`config.mk`:
```
export PLATFORM = sky130hd
export DESIGN_NAME = l1_dcache_lsq_adapter
export DESIGN_NICKNAME = d
export VERILOG_FILES = /design/src/rtl/l1_dcache_pkg.sv /design/src/rtl/l1_dcache_req_fifo.sv /design/src/rtl/l1_dcache_lsq_adapter.sv
export SDC_FILE = /design/constraint.sdc
export NUM_CORES = 1
export LEC_CHECK = 0
export BUFFER_PORTS_ARGS = -buffer_cell sky130_fd_sc_hd__buf_4
export CORE_MARGIN = 2
export CORE_UTILIZATION = 52
export DETAILED_ROUTE_END_ITERATION = 10
export PLACE_DENSITY = 0.74
export SKIP_LAST_GASP = 1
export SYNTH_ARGS = -nofsm -noshare
export SYNTH_HDL_FRONTEND = slang
export SYNTH_SLANG_ARGS = --single-unit
```
`constraint.sdc`:
```
create_clock -name clk -period 11.2 [get_ports clk]
set_input_delay 1.68 -clock clk [delete_from_list [all_inputs] [get_ports clk]]
set_output_delay 1.68 -clock clk [all_outputs]
set_load 0.01 [all_outputs]
```
`src/rtl/l1_dcache_pkg.sv`:
```
// Shared encodings and helpers for the L1 dcache load/store adapter.
package l1_dcache_pkg;

  typedef enum logic [1:0] {
    OP_LOAD  = 2'b00,
    OP_STORE = 2'b01,
    OP_AMO   = 2'b10,
    OP_RSVD  = 2'b11
  } op_e;

  typedef enum logic [1:0] {
    CAUSE_NONE     = 2'b00,
    CAUSE_MISALIGN = 2'b01,
    CAUSE_PFAULT   = 2'b10
  } cause_e;

  typedef enum logic [2:0] {
    S_IDLE,
    S_CHECK,
    S_XLATE,
    S_ISSUE,
    S_ERR
  } state_e;

  localparam int unsigned BE_MAX_W = 8;

  // Byte-enable mask for a naturally sized access placed at the lane offset.
  function automatic logic [BE_MAX_W-1:0] be_gen(input logic [1:0] size,
                                                 input logic [2:0] offset);
    logic [BE_MAX_W-1:0] mask;
    case (size)
      2'd0:    mask = 8'h01;
      2'd1:    mask = 8'h03;
      2'd2:    mask = 8'h0F;
      default: mask = 8'hFF;
    endcase
    return mask << offset;
  endfunction

endpackage

```
`src/rtl/l1_dcache_req_fifo.sv`:
```
// Request FIFO with registered ready/empty flags; no push/pop bypass.
module l1_dcache_req_fifo #(
  parameter int unsigned DEPTH = 4,
  parameter int unsigned WIDTH = 8
) (
  input  logic                     clk,
  input  logic                     rst,
  input  logic                     push_i,
  input  logic [WIDTH-1:0]         wdata_i,
  input  logic                     pop_i,
  output logic [WIDTH-1:0]         rdata_o,
  output logic                     ready_o,
  output logic                     empty_o,
  output logic [$clog2(DEPTH):0]   count_o
);
  localparam int unsigned PTR_W = $clog2(DEPTH);
  localparam int unsigned CNT_W = PTR_W + 1;

  logic [WIDTH-1:0] mem_q [DEPTH];
  logic [PTR_W-1:0] wr_ptr_q, rd_ptr_q;
  logic [CNT_W-1:0] count_q, count_d;
  logic             ready_q, empty_q;
  logic             do_push, do_pop;

  assign do_push = push_i && ready_q;
  assign do_pop  = pop_i && !empty_q;

  always_comb begin
    count_d = count_q;
    case ({do_push, do_pop})
      2'b10:   count_d = count_q + CNT_W'(1);
      2'b01:   count_d = count_q - CNT_W'(1);
      default: count_d = count_q;
    endcase
  end

  always_ff @(posedge clk) begin
    if (!rst) begin
      wr_ptr_q <= '0;
      rd_ptr_q <= '0;
      count_q  <= '0;
      ready_q  <= 1'b1;
      empty_q  <= 1'b1;
    end else begin
      if (do_push) wr_ptr_q <= wr_ptr_q + PTR_W'(1);
      if (do_pop)  rd_ptr_q <= rd_ptr_q + PTR_W'(1);
      count_q <= count_d;
      ready_q <= (count_d != CNT_W'(DEPTH));
      empty_q <= (count_d == '0);
    end
  end

  // Storage needs no reset: entries are only read while count says valid.
  always_ff @(posedge clk) begin
    if (do_push) mem_q[wr_ptr_q] <= wdata_i;
  end

  assign rdata_o = mem_q[rd_ptr_q];
  assign ready_o = ready_q;
  assign empty_o = empty_q;
  assign count_o = count_q;

endmodule

```
`src/rtl/l1_dcache_lsq_adapter.sv`:
```
// Core memory-stage to MMU/L1-dcache adapter: queue, check, translate, issue.
module l1_dcache_lsq_adapter
  import l1_dcache_pkg::*;
#(
  parameter int unsigned XLEN    = 64,
  parameter int unsigned PADDR_W = 56,
  parameter int unsigned INDEX_W = 11,
  parameter int unsigned DEPTH   = 4
) (
  input  logic                       clk,
  input  logic                       rst,
  input  logic                       req_valid_i,
  output logic                       req_ready_o,
  input  logic [1:0]                 req_op_i,
  input  logic [63:0]                req_vaddr_i,
  input  logic [XLEN-1:0]            req_wdata_i,
  input  logic [1:0]                 req_size_i,
  output logic                       xlat_req_o,
  output logic [63:0]                xlat_vaddr_o,
  input  logic                       xlat_valid_i,
  input  logic                       xlat_fault_i,
  input  logic [PADDR_W-1:0]         xlat_paddr_i,
  output logic                       dc_req_valid_o,
  input  logic                       dc_req_ready_i,
  output logic                       dc_req_we_o,
  output logic [INDEX_W-1:0]         dc_req_index_o,
  output logic [PADDR_W-INDEX_W-1:0] dc_req_tag_o,
  output logic [XLEN-1:0]            dc_req_wdata_o,
  output logic [XLEN/8-1:0]          dc_req_be_o,
  output logic [1:0]                 dc_req_size_o,
  output logic                       err_valid_o,
  output logic [1:0]                 err_cause_o,
  output logic [63:0]                err_vaddr_o,
  output logic                       empty_o,
  output logic                       drain_nc_o
);
  localparam int unsigned OFF_W = $clog2(XLEN/8);
  localparam int unsigned BE_W  = XLEN/8;
  localparam int unsigned TAG_W = PADDR_W - INDEX_W;
  localparam int unsigned ENT_W = 2 + 64 + XLEN + 2;
  localparam int unsigned CNT_W = $clog2(DEPTH) + 1;

  logic              push, pop_c, remain, misalign, fifo_empty;
  logic [CNT_W-1:0]  fifo_count;
  logic [ENT_W-1:0]  head;
  logic [1:0]        head_op, head_size;
  logic [63:0]       head_vaddr;
  logic [XLEN-1:0]   head_wdata;
  logic [OFF_W-1:0]  head_off;

  state_e             state_q, state_d;
  logic               xlat_req_q, xlat_req_d, dc_valid_q, dc_valid_d;
  logic               err_valid_q, err_valid_d, empty_q, empty_d, dc_we_q, dc_we_d;
  logic [63:0]        xlat_vaddr_q, xlat_vaddr_d, err_vaddr_q, err_vaddr_d;
  logic [1:0]         err_cause_q, err_cause_d, dc_size_q, dc_size_d;
  logic [INDEX_W-1:0] dc_index_q, dc_index_d;
  logic [TAG_W-1:0]   dc_tag_q, dc_tag_d;
  logic [XLEN-1:0]    dc_wdata_q, dc_wdata_d;
  logic [BE_W-1:0]    dc_be_q, dc_be_d;

  assign push = req_valid_i && req_ready_o;

  l1_dcache_req_fifo #(.DEPTH(DEPTH), .WIDTH(ENT_W)) u_fifo (
    .clk     (clk),
    .rst     (rst),
    .push_i  (push),
    .wdata_i ({req_op_i, req_vaddr_i, req_wdata_i, req_size_i}),
    .pop_i   (pop_c),
    .rdata_o (head),
    .ready_o (req_ready_o),
    .empty_o (fifo_empty),
    .count_o (fifo_count)
  );

  assign {head_op, head_vaddr, head_wdata, head_size} = head;
  assign head_off = head_vaddr[OFF_W-1:0];
  assign misalign = (head_size > 2'(OFF_W)) ||
                    (|(head_off & OFF_W'((32'd1 << head_size) - 32'd1)));
  // After popping the head, another entry is present if one was behind it or arrives now.
  assign remain   = (fifo_count > CNT_W'(1)) || push;

  always_comb begin
    state_d      = state_q;
    pop_c        = 1'b0;
    xlat_vaddr_d = xlat_vaddr_q;
    err_cause_d  = err_cause_q;
    err_vaddr_d  = err_vaddr_q;
    dc_we_d      = dc_we_q;
    dc_index_d   = dc_index_q;
    dc_tag_d     = dc_tag_q;
    dc_wdata_d   = dc_wdata_q;
    dc_be_d      = dc_be_q;
    dc_size_d    = dc_size_q;
    case (state_q)
      S_IDLE: if (!fifo_empty || push) state_d = S_CHECK;
      S_CHECK: begin
        if (misalign) begin
          state_d     = S_ERR;
          err_cause_d = CAUSE_MISALIGN;
          err_vaddr_d = head_vaddr;
        end else begin
          state_d      = S_XLATE;
          xlat_vaddr_d = head_vaddr;
        end
      end
      S_XLATE: begin
        if (xlat_valid_i && xlat_fault_i) begin
          state_d     = S_ERR;
          err_cause_d = CAUSE_PFAULT;
          err_vaddr_d = head_vaddr;
        end else if (xlat_valid_i) begin
          state_d    = S_ISSUE;
          dc_we_d    = (head_op == OP_STORE) || (head_op == OP_AMO);
          dc_index_d = xlat_paddr_i[INDEX_W-1:0];
          dc_tag_d   = xlat_paddr_i[PADDR_W-1:INDEX_W];
          dc_wdata_d = head_wdata << {head_off, 3'b000};
          dc_be_d    = BE_W'(be_gen(head_size, 3'(head_off)));
          dc_size_d  = head_size;
        end
      end
      S_ISSUE: begin
        if (dc_req_ready_i) begin
          pop_c   = 1'b1;
          state_d = remain ? S_CHECK : S_IDLE;
        end
      end
      S_ERR: begin
        pop_c   = 1'b1;
        state_d = remain ? S_CHECK : S_IDLE;
      end
      default: state_d = S_IDLE;
    endcase
    xlat_req_d  = (state_d == S_XLATE);
    dc_valid_d  = (state_d == S_ISSUE);
    err_valid_d = (state_d == S_ERR);
    empty_d     = (state_d == S_IDLE);
  end

  always_ff @(posedge clk) begin
    if (!rst) begin
      state_q      <= S_IDLE;
      xlat_req_q   <= 1'b0;
      xlat_vaddr_q <= '0;
      dc_valid_q   <= 1'b0;
      dc_we_q      <= 1'b0;
      dc_index_q   <= '0;
      dc_tag_q     <= '0;
      dc_wdata_q   <= '0;
      dc_be_q      <= '0;
      dc_size_q    <= '0;
      err_valid_q  <= 1'b0;
      err_cause_q  <= '0;
      err_vaddr_q  <= '0;
      empty_q      <= 1'b1;
    end else begin
      state_q      <= state_d;
      xlat_req_q   <= xlat_req_d;
      xlat_vaddr_q <= xlat_vaddr_d;
      dc_valid_q   <= dc_valid_d;
      dc_we_q      <= dc_we_d;
      dc_index_q   <= dc_index_d;
      dc_tag_q     <= dc_tag_d;
      dc_wdata_q   <= dc_wdata_d;
      dc_be_q      <= dc_be_d;
      dc_size_q    <= dc_size_d;
      err_valid_q  <= err_valid_d;
      err_cause_q  <= err_cause_d;
      err_vaddr_q  <= err_vaddr_d;
      empty_q      <= empty_d;
    end
  end

  assign xlat_req_o     = xlat_req_q;
  assign xlat_vaddr_o   = xlat_vaddr_q;
  assign dc_req_valid_o = dc_valid_q;
  assign dc_req_we_o    = dc_we_q;
  assign dc_req_index_o = dc_index_q;
  assign dc_req_tag_o   = dc_tag_q;
  assign dc_req_wdata_o = dc_wdata_q;
  assign dc_req_be_o    = dc_be_q;
  assign dc_req_size_o  = dc_size_q;
  assign err_valid_o    = err_valid_q;
  assign err_cause_o    = err_cause_q;
  assign err_vaddr_o    = err_vaddr_q;
  assign empty_o        = empty_q;
  assign drain_nc_o     = req_valid_i | !empty_q;

endmodule

```
# Word level (Yosys, flattened, before mapping)
# Memories as Yosys holds them, arrays and structs flattened. A register that Yosys moved wholly into a read port is not among the register bits.
# Index checks and enable logic that the tools add are counted.
# word_totals
reg_bits	277
mem_bits_rw	528
out_inout_bits	267
mem_count	1
# mem_list
memory	depth	width	rd	rd_clocked_by_memory_dff	wr	line_no	source
u_fifo.mem_q	4	132	1	1	1	l1_dcache_req_fifo.sv:19	logic [WIDTH-1:0] mem_q [DEPTH];
# classes
add_sub_neg	5
order_cmp	2
eq_ne	16
shifts	3
muxes	24
bitwise	4
reduce_logical	19
# ops
op	count
64-bit two-way mux	2
64-bit case mux with 2 select lines	1
64-bit by 6-bit left shift with 64-bit output	1
8-bit two-way mux	3
8-bit case mux with 3 select lines	1
3-bit two-way mux	5
3-bit case mux with 5 select lines	1
3-bit by 2-bit == test with 1-bit output (second input constant)	4
3-bit logical NOT	3
2-bit two-way mux	4
8-bit by 3-bit left shift with 8-bit output	1
2-bit by 1-bit == test with 1-bit output (second input constant)	3
2-bit == test (second input constant)	3
3-bit == test (second input constant)	2
3-bit case mux with 2 select lines	1
3-bit AND reduction	2
3-bit by 1-bit subtractor with 3-bit output (second input constant)	2
2-bit by 1-bit adder with 2-bit output (second input constant)	2
1-bit logical AND	4
1-bit logical OR	4
1-bit two-way mux	4
2-bit != test (second input constant)	2
2-bit case mux with 2 select lines	1
3-bit by 1-bit adder with 3-bit output (second input constant)	1
14 further kinds	16

# Depth between registers and ports, before layout
# depth
depth_word	8
depth_mapped	10

# Modules after synthesis
# Synthesis repeated with hierarchy kept, for this count alone.
# unflattened
cells_unflattened	2042
hier_area_um2	31266.2
# modules_own_cells
module	n_inst	cells_per_inst	area_each_um2	seq_area_each_um2
l1_dcache_req_fifo	1	745	19578.8	16075.4
l1_dcache_lsq_adapter	1	1297	11687.5	5365.1

# Least setup slack after synthesis
# OpenSTA, ideal clock, no wires.
# synth_path
path_kind	in2reg
startpoint	input port req_valid_i
endpoint	memory u_fifo.mem_q[1][0] (netlist name), enable pin
setup_time_ns	0.508
arrival_time_ns	4.770
t_required_ns	10.692
path_slack_ns	5.923
cell_stages	1
path_buffers	0
cell_sequence	and3_1
# synth_via
elab_chain_len	4
# synth_lines
element	line_no	source
start, declared	l1_dcache_lsq_adapter.sv:12	input logic req_valid_i,
1-bit logical AND	l1_dcache_lsq_adapter.sv:61	assign push = req_valid_i && req_ready_o;
1-bit logical AND	l1_dcache_req_fifo.sv:25	assign do_push = push_i && ready_q;
1-bit two-way mux	l1_dcache_req_fifo.sv:55	if (do_push) mem_q[wr_ptr_q] <= wdata_i;
1-bit two-way mux (not written as such)	l1_dcache_req_fifo.sv:55	
end, declared	l1_dcache_req_fifo.sv:19	
# Every way passes these cells.

==> impl_metrics.yaml <==
status:
  status: "completed"
synthesis:
  synthCells: 2111
  yosys_most_used_dff: "edfxtp_1"
  yosys_warnings: 0
  ys_async_sr_fraction_pct: 0
  syn-cell-area_sq_um: 30430
  ys_seq_elements: 807
  synth_area_leaders: "edfxtp_1 52%, dfxtp_1 18%, mux4_2 10%"
  synth_nets: 2312
  yosys.area.top_type: "edfxtp_1"
  yosysTopAreaCellShare_pct: 52.11
  synth_edf_count: 528
  synth_cell_types: 56
  avgSynthCellArea_sq_um: 14.41
  yosysSeqAreaShare_pct: 70.46
critical_path:
  crit_buf_inv: 3
  crit_top_cell: "buf_4"
  worst-setup-path-type: "reg2reg"
  cp_slowest_stage_delay_ns: 0.79
  cp_top_family: "buffers and inverters"
  setup.worst_path.end_class: "register"
  arrival_ns: 5.30
  critical_path.cell_chain: "buf_4, buf_4, mux4_2, o21ai_0, nand3_4, buf_4, a21o_1, nor3_1"
  path_max_fanout: 95
  cp_slowest_cell: "buf_4"
  crit_required_ns: 11.72
  start_kind: "register"
timing:
  fmax_ghz: 0.2090
  final.setup.tns_ns: 0
  finalWorstSetupSlack_ns: 6.415
  skew_ns: 0.02433
  fin_crit_sh_pct: 42.72
  relSlewSlack_pct: 27.21
  whs_ns: 0.4533
  fin_crit_ns: 4.785
  setup_viol: 0
  finalHoldViolations: 0
  maxSlewViolCount: 0
  worstMarginPinSlew_ns: 1.092
  rsz0062_at_grt: "false"
power_and_ir_drop:
  ir_drop_mv: 0.1383
  finalPower_uw: 6967
  leakagePower_uw: 0.01328
  powerDensity_nw_per_um2: 187.2
floorplanning:
  dieArea_sq_um: 60470
  rows: 88
  ioPinCount: 461
  die_width_microns: 245.9
  core-area_sq_um: 57810
  die_h_microns: 245.9
  start_util_pct: 52.64
clock_tree:
  cts_setup_buffers: 0
  cts_buffer_depth: 3
  cts_hold_buf: 0
  cts.sinks: 807
  root_buffer: "clkbuf_16"
  clk_pin_slew_worst_paths_ns: 0.06
  cts_max_level: 3
  postCtsResizedCells: 0
  clk_latency_ns: 0.64
  cts_buffers: 82
  cts_tree: "built"
drt:
  drc: 0
  dr_total_vias: 19510
  wl_per_cell_microns: 23.51
  dr.first_iter.drc_count: 1747
  viasPerCell: 5.783
  drt_wl_total_microns: 79280
  drt-pass1-iter-count: 6
  postRouteAntennaNets: 0
min_path:
  hp-class: "reg2reg"
  hold_start: "err_vaddr_o[42]$_SDFFE_PN0P_"
global_route:
  busiest_layer: "met2"
  first_global_vias: 19300
  gr-usage-met2_pct: 42.54
  grt_usage_pct: 26.04
  antenna_found_initial: 16
  use_met3_pct: 6.712
  grt_pass1_wl_microns: 118200
  grt_max_degree: 117
  overflow: 0
  grtUsageMet1_pct: 33.33
place:
  globalplace.congestion: 0.8593
  post_dp_cell_area_sq_um: 34380
  post-place-ws_ns: 6.472
  dp_hpwl_microns: 51330
  numPortBuffers: 460
layout:
  drive_gt1_share_pct: 30.32
  fin_nets: 2731
  nFillCells: 4082
  area_growth_pct: 22.32
  final_cell_area_sq_um: 37220
flow_run:
  cap_violations: 0
[state kept, by name (all words and copies together), names as in the netlist, 3 cells and up, named ones only]
signal and cells:
dc_req_be_o 8, dc_req_wdata_o 64, state_q 3, err_vaddr_o 64
u_fifo.count_o 3, dc_req_index_o 11, xlat_vaddr_o 64, u_fifo.mem_q 528
dc_req_tag_o 45
[worst reg2reg max path: stages (launching register included)]
cell and delay (ns):
dfxtp_4 0.69, buf_4 0.64, buf_4 0.82, mux4_2 0.57, o21ai_0 0.42, nand3_4 0.38
buf_4 0.57, a21o_1 0.36, nor3_1 0.23
[placed cells by master, fill, tap and decap left out, drive strengths merged, types with 9 or more instances in the layout]
master  count
o22ai       9
nand3      81
diode       9
inv        13
o21ai      92
clkbuf    119
o211ai     10
or3         9
clkinv     19
dfxtp     279
a22oi      35
mux2       18
edfxtp    528
nor2      103
a21oi     144
nand2     391
mux2i      29
buf       481
mux4      138
a31oi       9
[cells in the mapped netlist (12+ instances only)]
master    number
edfxtp_1     528
nand2_1      391
dfxtp_1      279
a21oi_1      144
mux4_2       138
nor2_1       100
o21ai_0       88
nand3_1       80
clkbuf_1      78
buf_2         42
a22oi_1       35
mux2i_1       29
mux2_2        18
buf_1         12
[cell families after synthesis]
kind of cell / synth area share [%]
adder cells (fa/ha/maj): 0.2878
flip-flops: 70.46
multiplexers: 11.83
XOR/XNOR: 0.2591
AND/OR/NAND/NOR: 8.298
AO/OA/AOI/OAI: 6.587
buffers and inverters: 2.270
[per-layer routing]
metal	share of wire, %	vias up
li1	-	8747
met1	38	9667
met2	49	917
met3	9.0	160
met4	3.3	14
met5	0.11	-
[worst paths after layout]
kind | end | slack [ns] | cells after the start
min reg2reg | err_vaddr_o[42]$_SDFFE_PN0P_ | 0.45 | 2
min | err_vaddr_o[42]$_SDFFE_PN0P_ | 0.45 | 2
max reg2reg | xlat_req_o$_SDFF_PN0_ | 6.41 | 8
max | xlat_req_o$_SDFF_PN0_ | 6.41 | 8
[where the power goes]
group | leakage (uW) | total, uW | internal (uW) | switching, uW
Sequential | 0.00711 | 3420 | 3350 | 70.0
Combinational | 0.00478 | 752 | 295 | 457
Clock | 0.00139 | 2800 | 1650 | 1140
Total | 0.0133 | 6970 | 5300 | 1670
[stage by stage]
step	std cells	util, %
after floorplan	2111	-
after global placement	3211	59.48
after detailed placement	3211	59.48
after CTS	3364	64.35
after global routing	3372	64.39
final	3373	64.39
[area by class of cell]
cell class | count | area (sq um) | share of cell area (%)
antenna | 9 | 22.52 | 0.06051
clock buffer | 119 | 2412 | 6.481
clock inverter | 34 | 401.6 | 1.079
inverter | 6 | 27.53 | 0.07395
multi-input combinational | 1152 | 8341 | 22.41
sequential | 807 | 21450 | 57.62
tap | 765 | 957.2 | 2.572
timing repair buffer | 481 | 3611 | 9.701
Note: power is estimated with default switching activity, not from simulation.
